File: src/rtl/dram_ctrl_if.sv
`default_nettype none
// ============================================================================
//  Module      : dram_ctrl_if
//  Description : Bundle between the MEM-stage data port, the data-memory
//                controller and the external asynchronous SRAM.
//                master = MEM stage plus SRAM environment, slave = controller.
//  Revision    : 1.0 - initial release
// ============================================================================
interface dram_ctrl_if #(
    parameter int SRAM_AW = 20
);
    // MEM-stage request side
    logic [31:0]        mem_dram_o_addr;
    logic [31:0]        mem_dram_o_data;
    logic               dram_en_n;
    logic               dram_we_n;
    logic               dram_re_n;
    logic [3:0]         mem_sel;
    logic [31:0]        dram_o_data;
    logic               dram_stall;

    // SRAM side
    logic [SRAM_AW-1:0] sram_addr;
    logic [31:0]        sram_dq_o;
    logic               sram_dq_oe;
    logic [31:0]        sram_dq_i;
    logic               sram_ce_n;
    logic               sram_oe_n;
    logic               sram_we_n;
    logic [3:0]         sram_be_n;

    modport master (
        output mem_dram_o_addr, mem_dram_o_data, dram_en_n, dram_we_n,
               dram_re_n, mem_sel, sram_dq_i,
        input  dram_o_data, dram_stall, sram_addr, sram_dq_o, sram_dq_oe,
               sram_ce_n, sram_oe_n, sram_we_n, sram_be_n
    );

    modport slave (
        input  mem_dram_o_addr, mem_dram_o_data, dram_en_n, dram_we_n,
               dram_re_n, mem_sel, sram_dq_i,
        output dram_o_data, dram_stall, sram_addr, sram_dq_o, sram_dq_oe,
               sram_ce_n, sram_oe_n, sram_we_n, sram_be_n
    );
endinterface
`default_nettype wire

File: src/rtl/dram_ctrl.sv
`default_nettype none
// ============================================================================
//  Module      : dram_ctrl
//  Description : Data-memory responder for the MEM stage. Runs one registered
//                multi-cycle access on an asynchronous 32-bit SRAM per request
//                and stalls the pipeline until the access completes.
//  Revision    : 1.0 - initial release
// ============================================================================
module dram_ctrl #(
    parameter int SRAM_AW     = 20,
    parameter int WAIT_CYCLES = 1
) (
    input  wire logic     clk,
    input  wire logic     rst_n,
    dram_ctrl_if.slave    bus
);

    localparam int                 c_CNT_W    = $clog2(WAIT_CYCLES + 1);
    localparam logic [c_CNT_W-1:0] c_CNT_LAST = c_CNT_W'(WAIT_CYCLES - 1);

    typedef enum logic [2:0] {
        S_IDLE     = 3'd0,
        S_RD       = 3'd1,
        S_WR_SETUP = 3'd2,
        S_WR_PULSE = 3'd3,
        S_WR_HOLD  = 3'd4,
        S_DONE     = 3'd5
    } state_t;

    state_t               r_state;
    state_t               w_state_nxt;
    logic [c_CNT_W-1:0]   r_cnt;

    // Request captured when leaving IDLE
    logic [SRAM_AW-1:0]   r_addr;
    logic [31:0]          r_data;
    logic [3:0]           r_sel;

    // Registered outputs
    logic [SRAM_AW-1:0]   r_sram_addr;
    logic [31:0]          r_sram_dq_o;
    logic                 r_sram_dq_oe;
    logic                 r_sram_ce_n;
    logic                 r_sram_oe_n;
    logic                 r_sram_we_n;
    logic [3:0]           r_sram_be_n;
    logic [31:0]          r_dram_o_data;

    logic                 w_wr_req;
    logic                 w_rd_req;
    logic                 w_req;
    logic                 w_cnt_done;
    logic [SRAM_AW-1:0]   w_addr_src;
    logic [31:0]          w_data_src;
    logic [3:0]           w_sel_src;
    logic                 w_unused;

    // Write wins when both strobes are low
    assign w_wr_req   = !bus.dram_en_n && !bus.dram_we_n;
    assign w_rd_req   = !bus.dram_en_n &&  bus.dram_we_n && !bus.dram_re_n;
    assign w_req      = w_wr_req || w_rd_req;
    assign w_cnt_done = (r_cnt == c_CNT_LAST);

    // In IDLE the SRAM outputs for the first access cycle must come straight
    // from the request, since the latches load on that same edge.
    assign w_addr_src = (r_state == S_IDLE) ? bus.mem_dram_o_addr[SRAM_AW+1:2] : r_addr;
    assign w_data_src = (r_state == S_IDLE) ? bus.mem_dram_o_data : r_data;
    assign w_sel_src  = (r_state == S_IDLE) ? bus.mem_sel : r_sel;

    // Byte-offset and out-of-range address bits are not used by a word SRAM
    assign w_unused = ^{bus.mem_dram_o_addr[31:SRAM_AW+2], bus.mem_dram_o_addr[1:0]};

    // Next-state decode
    always_comb begin
        w_state_nxt = r_state;
        case (r_state)
            S_IDLE: begin
                if (w_wr_req) begin
                    w_state_nxt = S_WR_SETUP;
                end else if (w_rd_req) begin
                    w_state_nxt = S_RD;
                end
            end
            S_RD:       if (w_cnt_done) w_state_nxt = S_DONE;
            S_WR_SETUP: w_state_nxt = S_WR_PULSE;
            S_WR_PULSE: if (w_cnt_done) w_state_nxt = S_WR_HOLD;
            S_WR_HOLD:  w_state_nxt = S_DONE;
            S_DONE:     w_state_nxt = S_IDLE;
            default:    w_state_nxt = S_IDLE;
        endcase
    end

    // State, wait counter, request latches and SRAM outputs keyed on next state
    always_ff @(posedge clk or negedge rst_n) begin
        if (!rst_n) begin
            r_state       <= S_IDLE;
            r_cnt         <= '0;
            r_addr        <= '0;
            r_data        <= '0;
            r_sel         <= 4'hF;
            r_sram_addr   <= '0;
            r_sram_dq_o   <= '0;
            r_sram_dq_oe  <= 1'b0;
            r_sram_ce_n   <= 1'b1;
            r_sram_oe_n   <= 1'b1;
            r_sram_we_n   <= 1'b1;
            r_sram_be_n   <= 4'hF;
            r_dram_o_data <= '0;
        end else begin
            r_state <= w_state_nxt;

            if ((w_state_nxt == S_RD && r_state != S_RD) ||
                (w_state_nxt == S_WR_PULSE && r_state != S_WR_PULSE)) begin
                r_cnt <= '0;
            end else if (r_state == S_RD || r_state == S_WR_PULSE) begin
                r_cnt <= r_cnt + 1'b1;
            end

            if (r_state == S_IDLE && w_req) begin
                r_addr <= bus.mem_dram_o_addr[SRAM_AW+1:2];
                r_data <= bus.mem_dram_o_data;
                r_sel  <= bus.mem_sel;
            end

            // Load data is captured on the edge that leaves RD
            if (r_state == S_RD && w_cnt_done) begin
                r_dram_o_data <= bus.sram_dq_i;
            end

            case (w_state_nxt)
                S_RD: begin
                    r_sram_addr  <= w_addr_src;
                    r_sram_ce_n  <= 1'b0;
                    r_sram_oe_n  <= 1'b0;
                    r_sram_we_n  <= 1'b1;
                    r_sram_be_n  <= 4'b0000;
                    r_sram_dq_oe <= 1'b0;
                end
                S_WR_SETUP, S_WR_HOLD, S_WR_PULSE: begin
                    r_sram_addr  <= w_addr_src;
                    r_sram_ce_n  <= 1'b0;
                    r_sram_oe_n  <= 1'b1;
                    r_sram_we_n  <= (w_state_nxt != S_WR_PULSE);
                    r_sram_be_n  <= w_sel_src;
                    r_sram_dq_oe <= 1'b1;
                    r_sram_dq_o  <= w_data_src;
                end
                S_DONE: begin
                    r_sram_addr  <= w_addr_src;
                    r_sram_ce_n  <= 1'b1;
                    r_sram_oe_n  <= 1'b1;
                    r_sram_we_n  <= 1'b1;
                    r_sram_be_n  <= 4'hF;
                    r_sram_dq_oe <= 1'b0;
                end
                default: begin
                    r_sram_ce_n  <= 1'b1;
                    r_sram_oe_n  <= 1'b1;
                    r_sram_we_n  <= 1'b1;
                    r_sram_be_n  <= 4'hF;
                    r_sram_dq_oe <= 1'b0;
                end
            endcase
        end
    end

    // Stall covers the accepting IDLE cycle through the last busy state
    assign bus.dram_stall = rst_n &&
                            ((r_state == S_IDLE) ? w_req : (r_state != S_DONE));

    assign bus.dram_o_data = r_dram_o_data;
    assign bus.sram_addr   = r_sram_addr;
    assign bus.sram_dq_o   = r_sram_dq_o;
    assign bus.sram_dq_oe  = r_sram_dq_oe;
    assign bus.sram_ce_n   = r_sram_ce_n;
    assign bus.sram_oe_n   = r_sram_oe_n;
    assign bus.sram_we_n   = r_sram_we_n;
    assign bus.sram_be_n   = r_sram_be_n;

endmodule
`default_nettype wire

File: src/flat_wrapper.sv
// flat-port wrapper written by rule: the top's interface ports become plain ports
module dram_ctrl_flat 
#(
    parameter int SRAM_AW     = 20,
    parameter int WAIT_CYCLES = 1
)
  (clk, rst_n, bus_mem_dram_o_addr, bus_mem_dram_o_data, bus_dram_en_n, bus_dram_we_n, bus_dram_re_n, bus_mem_sel, bus_sram_dq_i, bus_dram_o_data, bus_dram_stall, bus_sram_addr, bus_sram_dq_o, bus_sram_dq_oe, bus_sram_ce_n, bus_sram_oe_n, bus_sram_we_n, bus_sram_be_n);
  dram_ctrl_if #(.SRAM_AW(SRAM_AW)) bus_i ();
  input  wire logic clk;
  input  wire logic rst_n;
  input wire logic [$bits(bus_i.mem_dram_o_addr)-1:0] bus_mem_dram_o_addr;
  input wire logic [$bits(bus_i.mem_dram_o_data)-1:0] bus_mem_dram_o_data;
  input wire logic [$bits(bus_i.dram_en_n)-1:0] bus_dram_en_n;
  input wire logic [$bits(bus_i.dram_we_n)-1:0] bus_dram_we_n;
  input wire logic [$bits(bus_i.dram_re_n)-1:0] bus_dram_re_n;
  input wire logic [$bits(bus_i.mem_sel)-1:0] bus_mem_sel;
  input wire logic [$bits(bus_i.sram_dq_i)-1:0] bus_sram_dq_i;
  output wire logic [$bits(bus_i.dram_o_data)-1:0] bus_dram_o_data;
  output wire logic [$bits(bus_i.dram_stall)-1:0] bus_dram_stall;
  output wire logic [$bits(bus_i.sram_addr)-1:0] bus_sram_addr;
  output wire logic [$bits(bus_i.sram_dq_o)-1:0] bus_sram_dq_o;
  output wire logic [$bits(bus_i.sram_dq_oe)-1:0] bus_sram_dq_oe;
  output wire logic [$bits(bus_i.sram_ce_n)-1:0] bus_sram_ce_n;
  output wire logic [$bits(bus_i.sram_oe_n)-1:0] bus_sram_oe_n;
  output wire logic [$bits(bus_i.sram_we_n)-1:0] bus_sram_we_n;
  output wire logic [$bits(bus_i.sram_be_n)-1:0] bus_sram_be_n;
  assign bus_i.mem_dram_o_addr = bus_mem_dram_o_addr;
  assign bus_i.mem_dram_o_data = bus_mem_dram_o_data;
  assign bus_i.dram_en_n = bus_dram_en_n;
  assign bus_i.dram_we_n = bus_dram_we_n;
  assign bus_i.dram_re_n = bus_dram_re_n;
  assign bus_i.mem_sel = bus_mem_sel;
  assign bus_i.sram_dq_i = bus_sram_dq_i;
  assign bus_dram_o_data = bus_i.dram_o_data;
  assign bus_dram_stall = bus_i.dram_stall;
  assign bus_sram_addr = bus_i.sram_addr;
  assign bus_sram_dq_o = bus_i.sram_dq_o;
  assign bus_sram_dq_oe = bus_i.sram_dq_oe;
  assign bus_sram_ce_n = bus_i.sram_ce_n;
  assign bus_sram_oe_n = bus_i.sram_oe_n;
  assign bus_sram_we_n = bus_i.sram_we_n;
  assign bus_sram_be_n = bus_i.sram_be_n;
  dram_ctrl #(.SRAM_AW(SRAM_AW), .WAIT_CYCLES(WAIT_CYCLES)) u_core (.clk(clk), .rst_n(rst_n), .bus(bus_i));
endmodule
File: config.mk
export PLATFORM = sky130hd
export DESIGN_NAME = dram_ctrl_flat
export DESIGN_NICKNAME = d
export VERILOG_FILES = /design/src/rtl/dram_ctrl_if.sv /design/src/rtl/dram_ctrl.sv /design/src/flat_wrapper.sv
export SDC_FILE = /design/constraint.sdc
export NUM_CORES = 1
export LEC_CHECK = 0
export CAP_MARGIN = 10
export CORE_UTILIZATION = 48
export CTS_BUF_LIST = sky130_fd_sc_hd__clkbuf_2
export DETAILED_ROUTE_END_ITERATION = 12
export PLACE_DENSITY = 0.87
export SYNTH_ARGS = -nofsm -noshare
export SYNTH_HDL_FRONTEND = slang
export SYNTH_SLANG_ARGS = --single-unit
File: constraint.sdc
create_clock -name clk -period 2.31 [get_ports clk]
set_input_delay 0.462 -clock clk [delete_from_list [all_inputs] [get_ports clk]]
set_output_delay 0.462 -clock clk [all_outputs]
set_load 0.1 [all_outputs]
After elaboration in Yosys (flattened, before gate mapping)

Cells that the tools add are included.
W data, S select, Z words.

Add/sub/neg operators: 1
Eq/ne operators: 13
Muxes and demuxes: 16
Bitwise gates (word level): 1
Reductions and logical operators: 19

Operator list:

| kind                  | number |
|---|---|
| $mux W32              | 1 |
| $mux W20              | 1 |
| $pmux W3 S5           | 1 |
| $eq A3 B2 Y1 const B  | 4 |
| $mux W3               | 4 |
| $eq A3 B3 Y1 const B  | 3 |
| $logic_and A1 B1 Y1   | 8 |
| $pmux W4 S2           | 1 |
| $mux W1               | 7 |
| $eq A3 B1 Y1 const B  | 2 |
| $ne A3 B2 Y1 const B  | 2 |
| $reduce_or A5 Y1      | 1 |
| $mux W4               | 1 |
| $reduce_or A4 Y1      | 1 |
| $logic_not A1 Y1      | 3 |
| $logic_not A3 Y1      | 1 |
| $logic_or A1 B1 Y1    | 3 |
| $ne A3 B1 Y1 const B  | 1 |
| $ne A3 B3 Y1 const B  | 1 |
| $reduce_or A3 Y1      | 1 |
| $reduce_bool A2 Y1    | 1 |
| $add A1 B1 Y1 const B | 1 |
| $not A1 Y1            | 1 |

Bits in registers: 152
Input bits: 105
Output and inout port bits: 93
Logic and storage cells: 63

Depth between registers and ports, before layout

Depth after elaboration: 10
Gate-level depth with buffers: 7
Depth with buffers taken out: 4

Worst setup path after synthesis

OpenSTA, ideal clock, no wires.

Path kind: in2out
Start: input bus_dram_re_n
End: output bus_dram_stall
Data arrival time: 1.523 ns
Required time: 1.848 ns
Setup slack: 0.325 ns
Stages: 4
Path buffers: 0
Cells stage by stage: a21oi_1 -> nor3_1 -> a21oi_1 -> o21a_1

Longest elaborated chain between the ends: 5

RTL lines:

| what                | RTL line           | text |
|---|---|---|
| from (decl)         | flat_wrapper.sv:15 | `input wire logic [$bits(bus_i.dram_re_n)-1:0] bus_dram_re_n;` |
| $logic_not A1 Y1    | dram_ctrl.sv:60    | `assign w_rd_req = !bus.dram_en_n && bus.dram_we_n && !bus.dram_re_n;` |
| $logic_and A1 B1 Y1 | dram_ctrl.sv:60    |  |
| $logic_or A1 B1 Y1  | dram_ctrl.sv:61    | `assign w_req = w_wr_req \|\| w_rd_req;` |
| $mux W1             | dram_ctrl.sv:169   | `((r_state == S_IDLE) ? w_req : (r_state != S_DONE));` |
| $logic_and A1 B1 Y1 | dram_ctrl.sv:168   | `assign bus.dram_stall = rst_n &&` |
| to (decl)           | flat_wrapper.sv:19 | `output wire logic [$bits(bus_i.dram_stall)-1:0] bus_dram_stall;` |

Every way passes these cells.

Worst setup path in the final report

Start: input bus_dram_we_n
End: output bus_dram_stall

Longest elaborated chain between the ends: 5
Elaborated cells between the ends (all ways): 7
Classes of those cells: mux: 1; reduce/logical: 6

RTL lines:

| what                                                           | RTL line                         | text |
|---|---|---|
| from (decl)                                                    | flat_wrapper.sv:14               | `input wire logic [$bits(bus_i.dram_we_n)-1:0] bus_dram_we_n;` |
| $logic_not A1 Y1 / $logic_and A1 B1 Y1 (equally long branches) | dram_ctrl.sv:59, dram_ctrl.sv:60 |  |
| $logic_and A1 B1 Y1 (on tied branches)                         | dram_ctrl.sv:59, dram_ctrl.sv:60 |  |
| $logic_or A1 B1 Y1 (*)                                         | dram_ctrl.sv:61                  |  |
| $mux W1 (*)                                                    | dram_ctrl.sv:169                 |  |
| $logic_and A1 B1 Y1 (*)                                        | dram_ctrl.sv:168                 |  |

Mark *: on every way between the ends. The rest lies on a longest branch, timed or not.

==> metrics.md <==
| Metric | Value |
|---|---|
| CP max FO | 4 |
| Final hold vios | 0 |
| Final Instance Count excl. Fillers | 833 |
| CTS tree | yes |
| GRT Overall Usage | 0.213 |
| Simple-Gate Fraction of Synth Area | 0.0409 |
| Pre-CTS setup slack | -0.163 ns |
| Worst Slack Setup Final | 0.0343 ns |
| Multi-input gate area | between 0.002 and 0.0025 mm2 |
| Final period utilization | 0.985 |
| Syn-to-layout area delta | 32.9% |
| Gpl congestion | 0.761 |
| Post-synth top flop | dfrtp_1 |
| Largest family of logic cells by synthesized area | multiplexers |
| Worst setup path start | bus_dram_we_n |
| Hold_sp | bus_mem_sel[1] |
| Layout cell share with drive strength beyond 1 | 0.324 |
| WP data required | around 1.9 ns |
| First-pass GRT wire length | 22800 um |
| Xor and xnor area share after synthesis | 0 |
| Setup violations, final | 0 |
| Root Driver | clkbuf_2 |
| Core Area | 0.0128 mm2 |
| Slew margin rel. | 0.442 |
| Overflow after GRT | 0 |
| Run status | completed |
| Cell count after synthesis | between 400 and 500 |
| Vias | between 4000 and 5000 |
| Synth top area share | 0.552 |
| Hold path depth | 3 |
| Slew Limit Fails | 0 |
| Starting DRT DRC Count | 181 |
| Vias in the first global route | 4476 |
| H-tree Lvls | 4 |
| Die X-Extent | 117 um |
| Clk sinks | 152 |
| Antenna Nets Post-Route | 0 |
| Hold Path Class | in -> reg |
| Number of port buffers | 185 |
| Remaining DRCs | 0 |
| Min Tclk post-route | 2.28 ns |
| Multiplexer share of the synthesized area | 0.287 |
| Number of synthesized register bits | 152 |
| Worst R2R Path Depth | 6 |
| FMAX | 439 MHz |
| Initial antenna violation count | 1 |
| Syn_area_per_cell | 14.3 um2 |
| Wirelength, routed | 13400 um |
| Initial Util | 0.499 |
| Number of synthesized flops with an enable pin | 0 |
| WL/cell | 16.1 um |
| Sequential area share after synthesis | 0.597 |
| Die height | 117 um |
| Die ar. | 0.0138 mm2 |
| I/O pin total | 198 |
| Yosys warns | 0 |
| Reg area | ~0.0038 mm2 |
| Final hold slack | 0.331 ns |
| Total nets after synthesis | 553 |
| Post-synthesis cell area | 0.00640 mm2 |
| Worst-Margin Slew | 0.837 ns |
| Placed insts | 794 |
| Worst skew pair latency | 0.71 ns |
| MaxCap Viol Count | 0 |
| Synth Area in Adders | 0 |
| Crit Path Class | in -> out |
| Synth Area in Compound Gates | 0.0440 |
| Util after Layout | 0.663 |
| Setup crit end kind | output pin |
| Critical path arrival | 1.81 ns |
| NumNets Final | ~750 |
| Largest cells by area after synthesis | dfrtp_1, mux2_1, mux2_2 |
| Cell variety after synth | 31 |
| Clock-pin slew on the worst setup and hold paths | 0.19 ns |
| Filler Cells Inserted | approximately 960 |
| TritonCTS buffer count | 17 |
| 1st-pass router iterations | 4 |
| Asr flop ratio synth | 1.00 |
| HPWL Detailed | 9460 um |
| Largest net degree at the start of global routing | approximately 150 |
| Clock tree buffer depth | 2 |
| Startpoint types | primary input |
| Post-synth top area cell | dfrtp_1 |
| R2R Path Start | u_core.r_state[0]$_DFF_PN0_ |
| Num rows | around 40 |
| Worst clock skew | approximately 0.045 ns |
| Via density | 4.99 |
| RSZ-0062 raised after global routing | yes |
[worst paths after layout]
kind	slack [ns]	to
worst max-delay path	0.03	bus_dram_stall
worst min-delay path	0.33	u_core.bus.sram_be_n[1]$_DFF_PN1_
worst max register to register	0.23	u_core.bus.sram_addr[15]$_DFFE_PN0P_
worst min register to register	0.51	u_core.bus.dram_o_data[29]$_DFFE_PN0P_
max in group asynchronous	1.17	u_core.r_state[2]$_DFF_PN0_
min in group asynchronous	0.45	u_core.r_addr[0]$_DFFE_PN0P_
[flip-flops by register name, summed over array words and instances, names as in the netlist]
name	flops
u_core.bus.sram_addr	20
u_core.r_state	3
u_core.r_sel	4
u_core.bus.sram_dq_oe	1
u_core.bus.sram_ce_n	1
u_core.bus.sram_oe_n	1
u_core.bus.sram_we_n	1
u_core.r_cnt	1
u_core.r_addr	20
u_core.r_data	32
u_core.bus.sram_be_n	4
u_core.bus.sram_dq_o	32
u_core.bus.dram_o_data	32
[placed cells by master, fill, tap and decap left out, types with 2 or more instances in the layout]
master and n:
dfrtp_1 139, buf_4 108, clkdlybuf4s50_1 91, mux2_1 78, nand2_1 45, mux2i_1 32
o21ai_1 32, mux2_2 30, mux2_4 20, clkbuf_2 19, dfstp_2 11, clkinv_1 7
buf_12 6, a31oi_1 4, inv_1 3, nor2_1 3, a21oi_1 3, clkinv_2 3
o21a_1 2, dfrtp_2 2
[worst max-delay path, stage by stage]
cell             delay (ns)
clkdlybuf4s50_1        0.42
buf_4                  0.15
a21oi_1                0.24
nor3_2                 0.06
a21oi_1                0.12
o21a_1                 0.17
buf_12                 0.18
[cells in the mapped netlist (2+ instances only)]
master    count
buf_4         5
buf_12        2
dfrtp_1     141
o21ai_1      33
a31oi_1       4
inv_1         3
o21a_1        2
nand2_1      46
a21oi_1       3
dfstp_2      11
mux2_4       20
nor2_1        4
buf_6         3
mux2_2       30
clkbuf_1     10
buf_2         7
mux2i_1      32
nor3_1        2
mux2_1       78
[metal layers]
metal  global-route usage  share of wire  vias up
met3               0.0579          0.053       20
li1                     -              -     1978
met4               0.0942          0.025        0
met1                0.260           0.43     2035
met5                    0              0        -
met2                0.352           0.50      123
[metrics by stage]
| step | cell area [um2] | setup TNS [ns] |
|---|---|---|
| finish | 8500 | 0 |
| global route | 8500 | -0.0758 |
| CTS | 8490 | 0 |
| global placement | 8260 | -2.56 |
| floorplan | 6400 | 0 |
| detailed placement | 8260 | -3.01 |
[repair_timing]
action                                  CTS  global route
endpoints found under the setup margin    1             1
pin swaps                                 1             0
buffers inserted                          4             1
resized for setup                         3             0
hold endpoints to repair                141             0
hold buffers                              1             0
[layout make-up]
class	instances	share of cell area
flip-flops and latches	152	0.449
clock buffers	19	0.0112
well taps	172	0.0253
diodes	1	0.000294
repair buffers	207	0.219
inverters	4	0.00177
clock inverters	13	0.0103
multi-input cells	265	0.282
[logic make-up (layout without fill, tap and decap cells)]
logic type	Yosys count	in the layout
AOI/OAI and AO/OA	47	47
buffers and inverters	31	243
DFF	152	152
muxes	160	160
other	0	1
and+or+nand+nor	58	58
Power is not shown: default switching activity piles up to over one toggle a cycle in this logic, so the estimate is an artifact.
